File: src/rtl/seven_segment_scan_controller.sv
// Time-multiplexed scan controller for an N-digit seven-segment display.
// Double-buffered content: the shadow is swapped into the active buffer only on frame_done.
module seven_segment_scan_controller #(
  parameter int unsigned w_digit      = 8,
  parameter int unsigned on_cycles    = 1024,
  parameter int unsigned ghost_cycles = 16
) (
  input  logic                   clk,
  input  logic                   rst,
  input  logic                   load_valid,
  output logic                   load_ready,
  input  logic [4*w_digit-1:0]   number,
  input  logic [w_digit-1:0]     dots,
  input  logic [w_digit-1:0]     blank,
  output logic [7:0]             hgfedcba,
  output logic [w_digit-1:0]     digit,
  output logic                   frame_done
);

  localparam int unsigned OnW  = (on_cycles > 1) ? $clog2(on_cycles) : 1;
  localparam int unsigned GhW  = (ghost_cycles > 1) ? $clog2(ghost_cycles) : 1;
  localparam int unsigned CntW = (OnW > GhW) ? OnW : GhW;
  localparam int unsigned IdxW = (w_digit > 1) ? $clog2(w_digit) : 1;

  localparam logic [CntW-1:0] OnLast  = CntW'(on_cycles - 1);
  localparam logic [CntW-1:0] GhLast  = (ghost_cycles > 0) ? CntW'(ghost_cycles - 1) : '0;
  localparam logic [IdxW-1:0] IdxLast = IdxW'(w_digit - 1);

  typedef enum logic [1:0] {StIdle, StScan, StGhost} state_e;

  state_e                 r_state, w_state_d;
  logic [IdxW-1:0]        r_idx, w_idx_d, w_idx_inc;
  logic [CntW-1:0]        r_cnt, w_cnt_d;

  logic [4*w_digit-1:0]   r_act_number, r_sh_number, w_number_sel;
  logic [w_digit-1:0]     r_act_dots, r_sh_dots, w_dots_sel;
  logic [w_digit-1:0]     r_act_blank, r_sh_blank, w_blank_sel;

  logic                   r_load_ready;
  logic [7:0]             r_hgfedcba, w_hgfedcba_d;
  logic [w_digit-1:0]     r_digit, w_digit_d;
  logic                   r_frame_done, w_frame_done_d;

  logic                   w_accept, w_swap;
  logic [3:0]             w_nibble;
  logic                   w_dot_bit, w_blank_bit;
  logic [6:0]             w_seg;

  assign load_ready = r_load_ready;
  assign hgfedcba   = r_hgfedcba;
  assign digit      = r_digit;
  assign frame_done = r_frame_done;

  assign w_accept = load_valid && r_load_ready;
  // Shadow is full exactly when load_ready is low.
  assign w_swap   = r_frame_done && !r_load_ready;

  // Outputs are registered from the next state, so the first frame cycle sees swapped content.
  assign w_number_sel = w_swap ? r_sh_number : r_act_number;
  assign w_dots_sel   = w_swap ? r_sh_dots   : r_act_dots;
  assign w_blank_sel  = w_swap ? r_sh_blank  : r_act_blank;

  always_comb begin
    w_state_d = r_state;
    w_idx_d   = r_idx;
    w_cnt_d   = r_cnt + 1'b1;
    w_idx_inc = (r_idx == IdxLast) ? '0 : r_idx + 1'b1;
    unique case (r_state)
      StIdle: begin
        w_state_d = StScan;
        w_idx_d   = '0;
        w_cnt_d   = '0;
      end
      StScan: begin
        if (r_cnt == OnLast) begin
          w_cnt_d = '0;
          if (ghost_cycles == 0) w_idx_d = w_idx_inc;
          else w_state_d = StGhost;
        end
      end
      StGhost: begin
        if (r_cnt == GhLast) begin
          w_cnt_d   = '0;
          w_state_d = StScan;
          w_idx_d   = w_idx_inc;
        end
      end
      default: w_state_d = StIdle;
    endcase
  end

  always_comb begin
    if (ghost_cycles == 0) begin
      w_frame_done_d = (w_state_d == StScan) && (w_idx_d == IdxLast) && (w_cnt_d == OnLast);
    end else begin
      w_frame_done_d = (w_state_d == StGhost) && (w_idx_d == IdxLast) && (w_cnt_d == GhLast);
    end
  end

  always_comb begin
    w_nibble    = 4'h0;
    w_dot_bit   = 1'b0;
    w_blank_bit = 1'b1;
    for (int unsigned k = 0; k < w_digit; k++) begin
      if (w_idx_d == IdxW'(k)) begin
        w_nibble    = w_number_sel[4*k +: 4];
        w_dot_bit   = w_dots_sel[k];
        w_blank_bit = w_blank_sel[k];
      end
    end
  end

  always_comb begin
    w_seg = 7'h00;
    unique case (w_nibble)
      4'h0: w_seg = 7'h3F;
      4'h1: w_seg = 7'h06;
      4'h2: w_seg = 7'h5B;
      4'h3: w_seg = 7'h4F;
      4'h4: w_seg = 7'h66;
      4'h5: w_seg = 7'h6D;
      4'h6: w_seg = 7'h7D;
      4'h7: w_seg = 7'h07;
      4'h8: w_seg = 7'h7F;
      4'h9: w_seg = 7'h6F;
      4'hA: w_seg = 7'h77;
      4'hB: w_seg = 7'h7C;
      4'hC: w_seg = 7'h39;
      4'hD: w_seg = 7'h5E;
      4'hE: w_seg = 7'h79;
      4'hF: w_seg = 7'h71;
      default: w_seg = 7'h00;
    endcase
  end

  always_comb begin
    w_digit_d    = '0;
    w_hgfedcba_d = 8'h00;
    if (w_state_d == StScan) begin
      w_digit_d = {{(w_digit-1){1'b0}}, 1'b1} << w_idx_d;
      if (!w_blank_bit) w_hgfedcba_d = {w_dot_bit, w_seg};
    end
  end

  always_ff @(posedge clk) begin
    if (rst) begin
      r_state      <= StIdle;
      r_idx        <= '0;
      r_cnt        <= '0;
      r_digit      <= '0;
      r_hgfedcba   <= 8'h00;
      r_frame_done <= 1'b0;
      r_load_ready <= 1'b1;
      r_act_number <= '0;
      r_act_dots   <= '0;
      r_act_blank  <= '1;
      r_sh_number  <= '0;
      r_sh_dots    <= '0;
      r_sh_blank   <= '0;
    end else begin
      r_state      <= w_state_d;
      r_idx        <= w_idx_d;
      r_cnt        <= w_cnt_d;
      r_digit      <= w_digit_d;
      r_hgfedcba   <= w_hgfedcba_d;
      r_frame_done <= w_frame_done_d;
      if (w_swap) begin
        r_act_number <= r_sh_number;
        r_act_dots   <= r_sh_dots;
        r_act_blank  <= r_sh_blank;
      end
      if (w_accept) begin
        r_sh_number <= number;
        r_sh_dots   <= dots;
        r_sh_blank  <= blank;
      end
      if (w_accept) r_load_ready <= 1'b0;
      else if (w_swap) r_load_ready <= 1'b1;
    end
  end

endmodule

File: config.mk
export PLATFORM = sky130hd
export DESIGN_NAME = seven_segment_scan_controller
export DESIGN_NICKNAME = d
export VERILOG_FILES = /design/src/rtl/seven_segment_scan_controller.sv
export SDC_FILE = /design/constraint.sdc
export NUM_CORES = 1
export LEC_CHECK = 0
export CORE_UTILIZATION = 44
export DETAILED_ROUTE_END_ITERATION = 12
export PLACE_DENSITY = 0.66
export SETUP_SLACK_MARGIN = 0.4
export SYNTH_ARGS = -nofsm -noshare
export SYNTH_HDL_FRONTEND = slang
export SYNTH_SLANG_ARGS = --single-unit
File: constraint.sdc
create_clock -name clk -period 5.5 [get_ports clk]
set_input_delay 0.55 -clock clk [delete_from_list [all_inputs] [get_ports clk]]
set_output_delay 0.55 -clock clk [all_outputs]
set_load 0.02 [all_outputs]
==> impl_metrics.tcl, run 1 <==
set metrics [dict create \
    postSynth.asyncResetShare_pct 0 \
    synth_cells 639 \
    clkLatencyLatePin_ns 0.41 \
    setup_viol 0 \
    power.density_nw_per_um2 319 \
    combinational_power_share_pct 4.7 \
    grt_first_pass_wirelength_um 20900 \
    place.detailed.instances 837 \
    power_leakage_nw 2.85 \
    syn-cell-area_sq_um 5580 \
    regToRegEndpoint "hgfedcba[6]" \
    worst-r2r-setup-slack_ns 1.38 \
    cts.repair.resized 0 \
    placementRows 40 \
    horizontal_die_dimension_um 115 \
    power.internal_mw 1.73 \
    cell_accounting_for_the_most_synthesized_area "sky130_fd_sc_hd__dfxtp_1" \
    power.ir.vdd_worst_v 0.000256 \
    synth-main-ff-cell "sky130_fd_sc_hd__dfxtp_1" \
    design.portCount 69 \
    fin_crit_ns 4.12 \
    critPathMaxFanout 11 \
    synth_cell_types 59 \
    first_global_vias 4370 \
    cp.required_ns 5.81 \
    detail-route-antenna-nets 0 \
    finalWirelength_um 12300 \
    clkPwrFrac_pct 51.1 \
    post-synth-top-count-cell "sky130_fd_sc_hd__nand2_1" \
    path_class "reg -> reg" \
    cts_hold_buffers_added 0 \
    fin_skew_ns 0.0103 \
    totalNegativeSetupSlack_ns 0 \
    rr_worst_depth 12 \
    tritoncts.num_buffers 17 \
    finalMaxSlewViolations 0 \
    vias 4601 \
    first_pass_iters 4 \
    arrival_time_worst_endpoint_ns 4.43 \
    route.detailed.drc 0 \
    grt_setup_unrepaired "false" \
    p_sw_mw 0.474 \
    holdCritPathClass "reg -> reg" \
    yosys_register_bits 129 \
    synth.avg_cell_area_sq_um 8.73 \
    cts_root_buffer "sky130_fd_sc_hd__clkbuf_16" \
    nNetsFinal 749 \
    n_fill_cell 1069 \
    worst_setup_path_start_kind "flip-flop" \
    synth_top_cell_area_share_pct 46.3 \
    antennaDiodeCount 0 \
    worst_r2r_startpoint "r_cnt[0]" \
    floorplan_core_area_sq_um 12200 \
    hpwl_after_dpl_um 8520 \
    synth_top_cells_by_count "sky130_fd_sc_hd__nand2_1 (153), sky130_fd_sc_hd__dfxtp_1 (129), sky130_fd_sc_hd__a21oi_1 (68)" \
    cts_buffer_depth 2 \
    holdPathEnd "r_sh_number[2]" \
    hold_path_startpoint "r_sh_number[2]" \
    min_path_cells 2 \
    clk_pin_slew_worst_paths_ns 0.05 \
    groute.usage.overall_pct 20.4 \
    io_buffers 68 \
    post_route_cells_drive_above_1_share_pct 8.70 \
    share_seq_of_total_power_pct 44.3 \
    grt_max_degree 70 \
    post_cts.repair.setup_buffers 0 \
    sequential_cell_area_fraction_in_the_yosys_report_pct 46.3 \
    antenna_found_initial 0 \
    run_status "finished, final reports clean" \
    dieHeight_um 115 \
    max-slew-margin-rel_pct 29.7 \
    gp_congestion 0.841 \
    hold_violations 0 \
    detail_route.iter0.violations 315 \
    yosys-top-cells-area "sky130_fd_sc_hd__dfxtp_1 (46%), sky130_fd_sc_hd__nand2_1 (10%), sky130_fd_sc_hd__mux2i_1 (8.4%), sky130_fd_sc_hd__a21oi_1 (6.1%), sky130_fd_sc_hd__nor2_1 (3.8%)" \
    grt_remaining_overflow 0 \
    area.growth.synth_to_final_pct 24.1 \
    switching_share_pct 21.5 \
    final.period_utilization_pct 75.0 \
    wire_per_inst_um 14.2 \
    tritoncts_num_sinks 129 \
    synth_enable_flop_cells 0 \
    cts_htree_levels 4 \
    die_area_sq_um 13100 \
    timing.critical_path.to_type "flip-flop" \
    vias_per_cell 5.29 \
    synthesis.yosys.warnings 0 \
    layout.cells.non_filler 869 \
    synth_fp_nets 700 \
    start_util_pct 45.9 \
    cts_tree "yes" \
    timing.max_cap.violations 0 \
    max_clock_freq_mhz 242 \
    sum_of_internal_switching_and_leakage_power_mw 2.20 \
    worst_tran_pin_value_ns 1.05 \
]
## metrics by stage
step,hold WS [ns],worst slack (ns),utilization [%],instance area [sq um]
2_1_floorplan,0.429,2.21,-,5580
3_3_place_gp,0.437,1.60,51.9,6320
3_5_place_dp,0.448,1.44,51.9,6320
4_1_cts,0.455,1.41,56.9,6920
5_1_grt,0.471,1.06,56.9,6920
6_report,0.453,1.38,56.9,6920
## routing by layer
layer / vias to the layer above / global-route usage, % / share of wire (%)
li1: 2299 / - / -
met1: 2187 / 26.0 / 46
met2: 100 / 32.8 / 49
met3: 15 / 5.56 / 4.3
met4: 0 / 8.23 / 1.6
met5: - / 0 / 0
## final cells by class
cell class | count | area (sq um) | share of cell area, %
inverters | 6 | 22.5 | 0.325
flip-flops and latches | 129 | 2580 | 37.3
repair buffers | 74 | 721 | 10.4
clock buffers | 22 | 484 | 7.00
clock inverters | 10 | 121 | 1.75
well taps | 168 | 210 | 3.04
multi-input cells | 460 | 2780 | 40.2
## placed cells by master, fill, tap and decap left out, drive strengths merged, types with 3 or more instances in the layout
| cell | Yosys | routed |
|---|---|---|
| o2111ai | 4 | 4 |
| inv | 6 | 10 |
| and3 | 4 | 4 |
| xor2 | 4 | 4 |
| nand4 | 5 | 5 |
| buf | 12 | 7 |
| a21oi | 68 | 68 |
| ha | 10 | 10 |
| mux4 | 5 | 5 |
| a211oi | 5 | 5 |
| nand2 | 153 | 153 |
| a31oi | 5 | 5 |
| nor4 | 3 | 3 |
| clkinv | 0 | 3 |
| clkbuf | 32 | 22 |
| clkdlybuf4s50 | 0 | 67 |
| nor2 | 57 | 57 |
| dfxtp | 129 | 129 |
| nand2b | 5 | 5 |
| nand3 | 12 | 12 |
| mux2 | 5 | 5 |
| mux2i | 47 | 47 |
| a2111oi | 4 | 4 |
| nor3 | 11 | 11 |
| or3 | 5 | 5 |
| xnor2 | 6 | 6 |
| nand3b | 5 | 5 |
| a221oi | 3 | 3 |
| o31a | 4 | 4 |
## how the worst max path moves through the flow
stage,cells past startpoint,slack (ns),startpoint,end
2_1_floorplan,12,2.21,load_ready,hgfedcba[5]
5_1_grt,12,1.06,r_cnt[0],hgfedcba[6]
6_report,12,1.38,r_cnt[0],hgfedcba[6]
3_5_place_dp,12,1.44,r_cnt[0],hgfedcba[6]
4_1_cts,12,1.41,r_cnt[0],hgfedcba[6]
3_3_place_gp,12,1.60,r_cnt[0],hgfedcba[5]
## registers in the layout (all words and copies together) (netlist names)
name,count
r_sh_dots,8
r_act_dots,8
r_act_number,32
frame_done,1
r_cnt,10
r_act_blank,8
r_idx,3
r_state,2
digit,8
hgfedcba,8
r_sh_blank,8
r_sh_number,32
load_ready,1
## power groups by stage
stage	Clock, mW	Sequential (mW)	Combinational, mW
floorplan	0	0.990	0.0555
global placement	0	0.995	0.102
detailed placement	0	0.996	0.104
CTS	1.15	0.976	0.104
global route	1.19	0.978	0.115
finish	1.13	0.976	0.103
## cell families (layout without fill, tap and decap cells)
kind of cell             Yosys count  count (layout)  synth area share [%]
AO/OA/AOI/OAI                    112             112                  12.8
adder cells (fa/ha/maj)           10              10                  2.24
AND/OR/NAND/NOR                  271             271                  21.7
XOR/XNOR                          10              10                  1.57
buffers and inverters             50             112                  3.90
multiplexers                      57              57                  11.5
flip-flops                       129             129                  46.3
## critical path, cell delays in order (launching register included)
cell and delay, ns:
sky130_fd_sc_hd__dfxtp_1 0.37, sky130_fd_sc_hd__ha_1 0.23, sky130_fd_sc_hd__nand3_1 0.24, sky130_fd_sc_hd__or4_1 0.63, sky130_fd_sc_hd__nand3_1 0.47, sky130_fd_sc_hd__mux4_2 0.58
sky130_fd_sc_hd__o2111ai_1 0.21, sky130_fd_sc_hd__o21a_1 0.32, sky130_fd_sc_hd__inv_1 0.13, sky130_fd_sc_hd__ha_1 0.23, sky130_fd_sc_hd__nor3b_1 0.18, sky130_fd_sc_hd__a21o_1 0.20
sky130_fd_sc_hd__a221oi_1 0.23
Note: power is estimated with default switching activity, not from simulation.
==> run 2, diff against run 1 <==
Clock period 5.5 ns to 4 ns, I/O delays scaled along.
==> impl_metrics.tcl, run 2 (synthesized netlist as in run 1, its figures left out) <==
set metrics [dict create \
    vias 4605 \
    fin_area_sq_um 7070 \
    cts_htree_levels 4 \
    start_util_pct 45.9 \
    hold_violations 0 \
    worst_r2r_startpoint "r_cnt[4]" \
    hpwl_after_dpl_um 8760 \
    worstPathCellList "or3_4 > or4_4 > nand3_2 > mux4_2 > o2111ai_1 > o21a_2 > inv_1 > ha_1 > nor3b_1 > a21o_1 > a221oi_1" \
    finalWirelength_um 12900 \
    post-route-worst-setup-slack_ns 0.540 \
    grt_first_pass_wirelength_um 20900 \
    clk_pin_slew_worst_paths_ns 0.06 \
    place.detailed.instances 843 \
    cp.required_ns 4.32 \
    tritoncts.num_buffers 17 \
    fin_crit_ns 3.46 \
    timing.max_cap.violations 0 \
    worst_hold_slack_ns 0.363 \
    grt_remaining_overflow 0 \
    n_fill_cell 1058 \
    worst_tran_pin_value_ns 0.849 \
    top_regs "r_act_number x32, r_sh_number x32, r_cnt x10" \
    sum_of_internal_switching_and_leakage_power_mw 3.11 \
    nNetsFinal 760 \
    io_buffers 68 \
    detailed_place.area_sq_um 6370 \
    finalMaxSlewViolations 0 \
    post_route_cells_drive_above_1_share_pct 11.0 \
    groute.usage.overall_pct 20.9 \
    power.ir.vdd_worst_v 0.000326 \
    first_global_vias 4293 \
    area.growth.synth_to_final_pct 26.8 \
    capturing_element_of_the_worst_setup_path "hgfedcba[6]" \
    worst-r2r-setup-slack_ns 0.54 \
    route.detailed.drc 0 \
    tritoncts_num_sinks 129 \
    cts_root_buffer "sky130_fd_sc_hd__clkbuf_16" \
    design.portCount 69 \
    detail_route.iter0.violations 303 \
    worst_path_max_delay_cell "sky130_fd_sc_hd__or4_4" \
    power.density_nw_per_um2 441 \
    worst_setup_path_start_kind "flip-flop" \
    multi_input_comb_area_sq_um 2810 \
    layout.area.seq_sq_um 2580 \
    timing.critical_path.to_type "flip-flop" \
    detail-route-antenna-nets 0 \
    most_frequent_standard_cell_in_the_layout_excluding_fill_and_tap_cells "sky130_fd_sc_hd__nand2_1" \
    max_clock_freq_mhz 289 \
    arrival_time_worst_endpoint_ns 3.78 \
    wire_per_inst_um 14.6 \
    floorplan_core_area_sq_um 12200 \
    placementRows 40 \
    antenna_found_initial 0 \
    critPathMaxFanout 6 \
    max-slew-margin-rel_pct 43.4 \
    path_class "reg -> reg" \
    die_area_sq_um 13100 \
    timing.critical_path.slowest_cell_delay_ns 0.58 \
    horizontal_die_dimension_um 115 \
    critical_path.startpoint "r_cnt[4]" \
    vias_per_cell 5.24 \
    cts_hold_buffers_added 0 \
    cts_tree "yes" \
    dieHeight_um 115 \
    rr_worst_depth 11 \
    antennaDiodeCount 0 \
    gp_congestion 0.818 \
    pre_cts_slack_ns 0.345 \
    clkLatencyLatePin_ns 0.43 \
    run_status "finished, final reports clean" \
    post_route_core_utilization_pct 58.1 \
    holdCritPathClass "in -> reg" \
    setup_viol 0 \
    layout.cells.non_filler 879 \
    cts_buffer_depth 2 \
    fin_skew_ns 0.0117 \
    first_pass_iters 5 \
    totalNegativeSetupSlack_ns 0 \
    final.period_utilization_pct 86.5 \
    layout_common_cells "sky130_fd_sc_hd__nand2_1 (153), sky130_fd_sc_hd__dfxtp_1 (129), sky130_fd_sc_hd__a21oi_1 (68)" \
    grt_max_degree 86 \
    regToRegEndpoint "hgfedcba[6]" \
    grt_setup_unrepaired "true" \
    power_leakage_nw 2.92 \
]
## run 2: cell types whose count changed in the layout (fill, tap and decap cells not counted), sizes merged
cell,before,now
inv,10,7
clkinv,3,1
clkbuf,22,24
clkinvlp,1,2
buf,7,18
bufinv,2,3
## run 2: power by group
group	internal, mW	switching [mW]	total [mW]
sequential	1.32	0.0244	1.34
clock	1.06	0.567	1.63
combinational	0.0716	0.0712	0.143
total	2.45	0.663	3.11
## run 2: what timing repair did
| action | 4_1_cts | 5_1_grt |
|---|---|---|
| pin swaps | 1 | 1 |
| gates resized for setup | 3 | 6 |
| setup buffers | 3 | 2 |
| setup endpoints to repair | 4 | 4 |
## run 2: worst min path at each step
stage,from,endpoint,slack [ns],cells after the start
finish,rst,r_act_dots[5],0.36,2
global route,rst,r_cnt[8],0.39,2
CTS,rst,r_act_dots[5],0.36,2
detailed placement,r_act_number[5],r_act_number[5],0.44,2
global placement,r_act_number[13],r_act_number[13],0.44,2
floorplan,r_act_number[1],r_act_number[1],0.43,2
## run 2: worst max-delay path, delay by kind of cell (launching register included)
kind	cells	cell delay (ns)
fa+ha+maj	1	0.22
flops	1	0.37
compound gates	4	0.85
buf+inv	1	0.09
simple gates	4	1.33
mux	1	0.48
## run 2: per-layer routing
layer / vias up / global-route usage (%) / wire length, um
met3: 23 / 6.14 / 507
met5: - / 0 / 0
met4: 0 / 7.97 / 227
met2: 115 / 33.0 / 6120
met1: 2154 / 27.0 / 6020
li1: 2313 / - / -
## run 2: final cells by class
class	count	area share, %
sequential	129	36.5
tap	168	2.97
clock buffer	24	7.10
clock inverter	7	1.73
multi-input combinational	460	39.8
inverter	6	0.319
timing repair buffer	85	11.5
==> run 3, diff against run 2 <==
Settings changed: SETUP_SLACK_MARGIN 0.4 to not set.
==> impl_metrics.tcl, run 3 (synthesized netlist as in run 1, its figures left out) <==
set metrics [dict create \
    run_status "finished, final reports clean" \
    first_pass_iters 4 \
    detail-route-antenna-nets 0 \
    gp_congestion 0.818 \
    area.growth.synth_to_final_pct 25.5 \
    io_buffers 68 \
    layout_common_cells "sky130_fd_sc_hd__nand2_1 (153), sky130_fd_sc_hd__dfxtp_1 (129), sky130_fd_sc_hd__a21oi_1 (68)" \
    design.portCount 69 \
    post_route_core_utilization_pct 57.5 \
    cts_buffer_depth 2 \
    cp.required_ns 4.29 \
    start_util_pct 45.9 \
    worst_setup_path_start_kind "flip-flop" \
    post_cts.repair.setup_buffers 0 \
    tritoncts.num_buffers 17 \
    hold_violations 0 \
    cts_tree "yes" \
    route.detailed.drc 0 \
    nNetsFinal 755 \
    fin_crit_ns 3.76 \
    groute.usage.overall_pct 20.9 \
    share_seq_of_total_power_pct 43.2 \
    combinational_power_share_pct 4.6 \
    holdCritPathClass "in -> reg" \
    grt_setup_unrepaired "false" \
    clk_pin_slew_worst_paths_ns 0.06 \
    grt_max_degree 86 \
    finalWirelength_um 12700 \
    critPathMaxFanout 13 \
    floorplan_core_area_sq_um 12200 \
    clkLatencyLatePin_ns 0.43 \
    cts.repair.resized 0 \
    worst_path_max_delay_cell "sky130_fd_sc_hd__and3_1" \
    clkPwrFrac_pct 52.2 \
    vias 4559 \
    n_fill_cell 1067 \
    path_class "reg -> reg" \
    finalMaxSlewViolations 0 \
    dieHeight_um 115 \
    totalNegativeSetupSlack_ns 0 \
    detail_route.iter0.violations 321 \
    power_leakage_nw 2.88 \
    p_sw_mw 0.660 \
    horizontal_die_dimension_um 115 \
    most_frequent_standard_cell_in_the_layout_excluding_fill_and_tap_cells "sky130_fd_sc_hd__nand2_1" \
    switching_share_pct 21.2 \
    hpwl_after_dpl_um 8760 \
    antenna_found_initial 0 \
    fin_skew_ns 0.00949 \
    power.density_nw_per_um2 445 \
    grt_remaining_overflow 0 \
    final.period_utilization_pct 94.0 \
    grt_first_pass_wirelength_um 20900 \
    detailed_place.area_sq_um 6370 \
    arrival_time_worst_endpoint_ns 4.04 \
    timing.critical_path.to_type "flip-flop" \
    antennaDiodeCount 0 \
    cts_hold_buffers_added 0 \
    setup_viol 0 \
    post-route-worst-setup-slack_ns 0.242 \
    placementRows 40 \
    die_area_sq_um 13100 \
    vias_per_cell 5.22 \
    cts_root_buffer "sky130_fd_sc_hd__clkbuf_16" \
    power.ir.vdd_worst_v 0.000326 \
    sum_of_internal_switching_and_leakage_power_mw 3.11 \
    pre_cts_slack_ns 0.345 \
    cts_htree_levels 4 \
    timing.critical_path.slowest_cell_delay_ns 0.65 \
    post_route_cells_drive_above_1_share_pct 9.21 \
    timing.max_cap.violations 0 \
    worst_tran_pin_value_ns 0.858 \
    max_clock_freq_mhz 266 \
    max-slew-margin-rel_pct 42.8 \
    worstPathCellList "ha_1 > nand3_1 > o311ai_4 > and3_1 > mux2i_1 > mux2i_1 > mux2_2 > inv_1 > ha_1 > nor3b_1 > o21bai_1 > a221oi_1" \
    tritoncts_num_sinks 129 \
    fin_area_sq_um 7000 \
    wire_per_inst_um 14.6 \
    first_global_vias 4279 \
    top_regs "r_act_number x32, r_sh_number x32, r_cnt x10" \
    power.internal_mw 2.45 \
]
## run 3: changes by cell type in the layout (fill, tap and decap cells not counted), sizes merged
cell,before,now
buf,18,13
## run 3: power groups by stage
stage	sequential (mW)	clock, mW	combinational [mW]
2_1_floorplan	1.36	0	0.0764
3_3_place_gp	1.37	0	0.140
3_5_place_dp	1.37	0	0.144
4_1_cts	1.34	1.65	0.144
5_1_grt	1.35	1.70	0.159
6_report	1.34	1.63	0.143
## run 3: worst max-delay path: cells and delay by family, from the launching register on
kind            cells  cell delay (ns)
fa+ha+maj           2             0.44
buf+inv             1             0.13
simple gates        3             1.29
compound gates      3             0.65
mux                 3             0.71
flops               1             0.38
## run 3: final cells by class
| type | count | area, sq um | share of cell area (%) |
|---|---|---|---|
| multi-input combinational | 460 | 2780 | 39.7 |
| sequential | 129 | 2580 | 36.9 |
| timing repair buffer | 80 | 778 | 11.1 |
| clock buffer | 24 | 502 | 7.17 |
| tap | 168 | 210 | 3.00 |
| clock inverter | 7 | 123 | 1.75 |
| inverter | 6 | 22.5 | 0.322 |
## run 3: stage by stage
step,hold WS (ns),std cells
floorplan,0.429,639
global placement,0.435,843
detailed placement,0.442,843
CTS,0.361,874
global route,0.385,874
finish,0.368,874
## run 3: path summary, 6_finish.rpt
| check | startpoint | end | slack (ns) | cells past startpoint |
|---|---|---|---|---|
| max | r_cnt[0] | hgfedcba[5] | 0.24 | 12 |
| max reg2reg | r_cnt[0] | hgfedcba[5] | 0.24 | 12 |
| min reg2reg | r_act_number[5] | r_act_number[5] | 0.45 | 2 |
| min | rst | r_act_dots[5] | 0.37 | 2 |
## run 3: metal layers
layer  part of all wire, %  vias to the layer above  global-route usage, %  routed length [um]
met3                   3.8                       28                   6.14                 479
met1                    47                     2144                   26.9                6040
met2                    47                       86                   33.1                5950
li1                      -                     2301                      -                   -
met5                     0                        -                      0                   0
met4                   2.1                        0                   7.97                 265
